## src/rtl/m_s_to_p.sv

```systemverilog
// Serial-to-parallel receiver: rebuilds MSB-first serial frames into WORD-bit words
// on a valid/ready output. Define M_S_TO_P_PARITY_EN to add a trailing even-parity bit.
module m_s_to_p #(
  parameter int WORD  = 8,
  parameter int CNT_W = 4
) (
  input  logic            clk,
  input  logic            reset,
  input  logic            data_i,
  input  logic            start_i,
  input  logic            sample_en,
  input  logic            err_clr,
  input  logic            o_ready,
  output logic [WORD-1:0] data_o,
  output logic            valid_o,
  output logic            busy,
  output logic            overrun_err,
  output logic            parity_err
);

`ifdef M_S_TO_P_PARITY_EN
  localparam int FRAME_BITS = WORD + 1;
`else
  localparam int FRAME_BITS = WORD;
`endif

  // Count value held while waiting for the frame's final bit.
  localparam logic [CNT_W-1:0] LAST_CNT = CNT_W'(FRAME_BITS - 1);

  typedef enum logic {
    IDLE,
    SHIFT
  } state_e;

  state_e            state_q, state_d;
  logic [WORD-1:0]   shift_q, shift_d;
  logic [CNT_W-1:0]  cnt_q, cnt_d;
  logic [WORD-1:0]   data_q, data_d;
  logic              valid_q, valid_d;
  logic              busy_q, busy_d;
  logic              ovr_q, ovr_d;
`ifdef M_S_TO_P_PARITY_EN
  logic              par_q, par_d;
  logic              word_par;
`endif

  logic              new_start;
  logic              frame_done;
  logic              ovr_event;
  logic [WORD-1:0]   word;

  assign new_start = sample_en & start_i;

  always_comb begin
    // NOTE: every _d defaults to its _q first so no path through this block can infer a latch.
    state_d    = state_q;
    shift_d    = shift_q;
    cnt_d      = cnt_q;
    data_d     = data_q;
    valid_d    = valid_q;
    busy_d     = busy_q;
    ovr_d      = ovr_q;
    frame_done = 1'b0;
    ovr_event  = 1'b0;
    word       = shift_q;
`ifdef M_S_TO_P_PARITY_EN
    par_d      = par_q;
    word_par   = 1'b0;
`endif

    // A start tick always begins a fresh frame, discarding any partial word.
    if (new_start) begin
      shift_d = {{(WORD-1){1'b0}}, data_i};
      cnt_d   = CNT_W'(1);
      state_d = SHIFT;
      busy_d  = 1'b1;
    end else if (state_q == SHIFT && sample_en) begin
      if (cnt_q == LAST_CNT) begin
        frame_done = 1'b1;
        state_d    = IDLE;
        busy_d     = 1'b0;
        cnt_d      = '0;
`ifdef M_S_TO_P_PARITY_EN
        word       = shift_q;
        word_par   = ^shift_q ^ data_i;
`else
        word       = {shift_q[WORD-2:0], data_i};
`endif
      end else begin
        shift_d = {shift_q[WORD-2:0], data_i};
        cnt_d   = cnt_q + CNT_W'(1);
      end
    end

    // Output buffer: a completed word loads only if the slot is free or being drained now.
    if (frame_done) begin
      if (!valid_q || o_ready) begin
        data_d  = word;
        valid_d = 1'b1;
`ifdef M_S_TO_P_PARITY_EN
        par_d   = word_par;
`endif
      end else begin
        ovr_event = 1'b1;
      end
    end else if (valid_q && o_ready) begin
      valid_d = 1'b0;
`ifdef M_S_TO_P_PARITY_EN
      par_d   = 1'b0;
`endif
    end

    ovr_d = (ovr_q & ~err_clr) | ovr_event;
  end

  always_ff @(posedge clk) begin
    // NOTE: non-blocking only here, so every register updates from the same pre-edge values.
    if (!reset) begin
      state_q <= IDLE;
      shift_q <= '0;
      cnt_q   <= '0;
      data_q  <= '0;
      valid_q <= 1'b0;
      busy_q  <= 1'b0;
      ovr_q   <= 1'b0;
`ifdef M_S_TO_P_PARITY_EN
      par_q   <= 1'b0;
`endif
    end else begin
      state_q <= state_d;
      shift_q <= shift_d;
      cnt_q   <= cnt_d;
      data_q  <= data_d;
      valid_q <= valid_d;
      busy_q  <= busy_d;
      ovr_q   <= ovr_d;
`ifdef M_S_TO_P_PARITY_EN
      par_q   <= par_d;
`endif
    end
  end

  assign data_o      = data_q;
  assign valid_o     = valid_q;
  assign busy        = busy_q;
  assign overrun_err = ovr_q;
`ifdef M_S_TO_P_PARITY_EN
  assign parity_err  = par_q;
`else
  assign parity_err  = 1'b0;
`endif

endmodule
```

## config.mk

```make
export PLATFORM = sky130hd
export DESIGN_NAME = m_s_to_p
export DESIGN_NICKNAME = d
export VERILOG_FILES = /design/src/rtl/m_s_to_p.sv
export SDC_FILE = /design/constraint.sdc
export NUM_CORES = 1
export LEC_CHECK = 0
export ABC_CLOCK_PERIOD_IN_PS = 2000
export BUFFER_PORTS_ARGS = -buffer_cell sky130_fd_sc_hd__buf_2
export CAP_MARGIN = 20
export CELL_PAD_IN_SITES_DETAIL_PLACEMENT = 0
export CELL_PAD_IN_SITES_GLOBAL_PLACEMENT = 1
export CORE_MARGIN = 5
export CORE_UTILIZATION = 39
export DETAILED_ROUTE_END_ITERATION = 8
export GPL_TIMING_DRIVEN = 0
export PLACE_DENSITY = 0.77
export SLEW_MARGIN = 20
export SYNTH_ARGS = -nofsm -noshare
export SYNTH_HDL_FRONTEND = slang
export SYNTH_SLANG_ARGS = --single-unit
```

## constraint.sdc

```tcl
create_clock -name clk -period 2 [get_ports clk]
set_clock_uncertainty 0.2 [all_clocks]
set_input_delay 0.3 -clock clk [delete_from_list [all_inputs] [get_ports clk]]
set_output_delay 0.3 -clock clk [all_outputs]
set_load 0.02 [all_outputs]
```

==> summary.md <==
| Metric | Value |
|---|---|
| Worst slack, placed | 0.004534 ns |
| Die H | 59.05 um |
| Yosys warns | 0 |
| Setup TNS | 0 ns |
| Commonest non-fill, non-tap cell in the layout | nand2_1 |
| Max Clock Freq | 556.7 MHz |
| First-pass iteration count of the detailed router | 3 |
| Io pins | 19 |
| Worst Setup Path Type | reg2reg |
| Worst setup EP type | flop |
| # clock sinks | 22 |
| Number of global-route vias before repair | 712 |
| Slew HR | 63.08% |
| Vias after detailed routing | 724 |
| DR iter-0 viols | 11 |
| Crit path cell chain | ha_1 > and3b_2 > nor2_1 > mux2i_1 |
| Dpl hpwl | 1.312 mm |
| DR vias/cell | 4.859 |
| First-pass GRT wire length | 3.015 mm |
| Final ANT Viol Nets | 0 |
| DRT Wirelength | 1.730 mm |
| I/O Buffers | 15 |
| Fin. Hold Viols | 0 |
| Avg Cell Area, Syn | 9.291 um^2 |
| R2r startpoint | cnt_q[0]$_SDFFE_PN0P_ |
| Sequential area share after synthesis | 46.93% |
| Hold path cells | 3 |
| TritonCTS clock tree | built |
| Clk buf depth | 2 |
| Row Count | 17 |
| ANT cells | 0 |
| Critical Path Max Stage Delay | 0.44 ns |
| Crit path max fanout | 5 |
| Hold path endpoint | data_o[0]$_SDFFE_PN0P_ |
| Clock transition at path regs | 0.11 ns |
| Clock Latency Late Sink | 0.31 ns |
| Die Area | 0.003487 mm^2 |
| Critical Path RT | 2.04 ns |
| H-tree depth | 1 |
| Period Utilization, post-route | 89.82% |
| HP Start | data_i |
| EDFF count, synth | 0 |
| CP max stage cell | nor2_1 |
| Core ar. | 0.002255 mm^2 |
| Number of remaining DRC errors | 0 |
| CTS buffer count | 3 |
| GRT overflow | 0 |
| GRT Total Usage | 11.41% |
| Worst hold path type | in2reg |
| Ys flop type | dfxtp_1 |
| Worst reg2reg path depth | 4 |
| Most frequent cells in the layout | nand2_1, dfxtp_1, mux2i_1, buf_2, nand3_1 |
| Slew Viols, Final | 0 |
| VDD IR-drop max | 0.0005147 V |
| Leakage | 0.4623 nW |
| Nets | 131 |
| Final setup margin | 0.2037 ns |
| Fillers | 237 |
| FF-to-FF setup slack | 0.20 ns |
| Syn Nets | 109 |
| CTS root buffer | clkbuf_4 |
| Unique cell type count in the Yosys netlist | 24 |
| CP Data Arrival Time | 1.83 ns |
| Worst setup SP type | flop |
| Final setup fails | 0 |
| Outcome | completed |
| Max-Cap Viols | 0 |
| Synthesized area | 938.4 um^2 |
| DR WL/cell | 11.61 um |
| Layout area overhead | 15.73% |
| Largest net degree at the start of global routing | 12 |
| Die W | 59.05 um |
| Initial core utilization | 41.62% |
| Flops & latches, synth | 22 |
| RSZ-0062 raised after global routing | false |
| Gate Count Post-Synth | 101 |
| Global placement routability congestion | 0.6953 |
| Fraction of layout cells with a size suffix above 1 | 22.31% |
| Slew @ Worst Pin | 0.5518 ns |
| FF-to-FF End | shift_q[6]$_SDFFE_PP0P_ |
| Antenna violations before repair | 0 |
| Shortest period the worst path allows | 1.796 ns |
| Post-CTS Hold Fix Bufs | 0 |
| Power Density | 641.4 mW/mm^2 |
| Asr flop ratio synth | 0% |
## cell type report
class	instances	area, um^2	area share [%]
Multi-Input combinational cell	73	467.9	43.09
Tap cell	28	35.03	3.226
Buffer	5	26.28	2.419
Inverter	1	3.754	0.3456
Sequential cell	22	440.4	40.55
Timing Repair Buffer	17	90.09	8.295
Clock buffer	3	22.52	2.074
## power by group
| group | internal (W) | total, W | leakage (nW) | switching, W |
|---|---|---|---|---|
| Combinational | 0.0000172 | 0.0000480 | 0.271 | 0.0000308 |
| Sequential | 0.000443 | 0.000448 | 0.178 | 0.00000549 |
| Clock | 0.0000703 | 0.000200 | 0.0138 | 0.000130 |
| Total | 0.000530 | 0.000697 | 0.462 | 0.000166 |
## cell families (layout without fill, tap and decap cells)
logic type	count (synthesis)	count (layout)	synth area share (%)
flip-flops	22	22	46.93
buffers and inverters	6	26	3.199
other	1	1	0.3996
AO/OA/AOI/OAI	13	13	8.400
AND/OR/NAND/NOR	42	42	22.80
adder cells (fa/ha/maj)	1	1	1.333
XOR/XNOR	1	1	0.9335
multiplexers	15	15	16.00
## sequential cells by signal (all words and copies together), names as in the netlist
signal / count
overrun_err: 1
shift_q: 7
data_o: 8
cnt_q: 4
busy: 1
valid_o: 1
## cells in the mapped netlist (2+ instances only)
cell | n | area, um^2
dfxtp_1 | 22 | 440.4
mux2i_1 | 15 | 150.1
nand3_1 | 5 | 25.02
nor2_1 | 3 | 11.26
a21oi_1 | 4 | 20.02
o21ai_0 | 4 | 20.02
clkbuf_1 | 3 | 11.26
o21a_1 | 2 | 15.01
nand2_1 | 27 | 101.4
buf_4 | 2 | 15.01
## timing repair
action	in CTS	in global routing
endpoints found under the setup margin	8	8
gates resized for setup	0	0
pin swaps	1	1
buffers inserted	0	2
## how the worst max path moves through the flow
stage / from / cells after the start / slack (ns) / end
3_3_place_gp: cnt_q[0]$_SDFFE_PN0P_ / 4 / 0.06 / data_o[7]$_SDFFE_PN0P_
4_1_cts: cnt_q[0]$_SDFFE_PN0P_ / 4 / 0.02 / data_o[6]$_SDFFE_PN0P_
3_5_place_dp: cnt_q[0]$_SDFFE_PN0P_ / 4 / 0.005 / data_o[4]$_SDFFE_PN0P_
6_report: cnt_q[0]$_SDFFE_PN0P_ / 4 / 0.20 / shift_q[6]$_SDFFE_PP0P_
2_1_floorplan: cnt_q[0]$_SDFFE_PN0P_ / 4 / 0.26 / data_o[0]$_SDFFE_PN0P_
5_1_grt: cnt_q[0]$_SDFFE_PN0P_ / 4 / 0.07 / shift_q[1]$_SDFFE_PP0P_
## through the flow
| step | cell area (um^2) | cells | hold WS [ns] | utilization [%] | total power (W) |
|---|---|---|---|---|---|
| after floorplan | 938.4 | 101 | 0.2350 | - | 0.0004922 |
| after global placement | 1049 | 144 | 0.2418 | 46.50 | 0.0005065 |
| after detailed placement | 1049 | 144 | 0.2482 | 46.50 | 0.0005073 |
| after CTS | 1071 | 147 | 0.05671 | 47.50 | 0.0007052 |
| after global routing | 1086 | 149 | 0.06401 | 48.17 | 0.0007345 |
| final | 1086 | 149 | 0.06734 | 48.17 | 0.0006966 |
## metal layers
metal	GRT usage [%]	vias to the layer above	part of all wire [%]
met4	6.472	0	1.1
li1	-	383	-
met5	0	-	0
met3	2.614	2	3.4
met1	13.96	329	49
met2	18.30	10	47
## worst max-delay path, delay by kind of cell (launching register included)
family | cells | cell delay [ns]
adders and majority gates | 1 | 0.27
DFF | 1 | 0.36
muxes | 1 | 0.23
and+or+nand+nor | 2 | 0.68
Note: power is estimated with default switching activity, not from simulation.
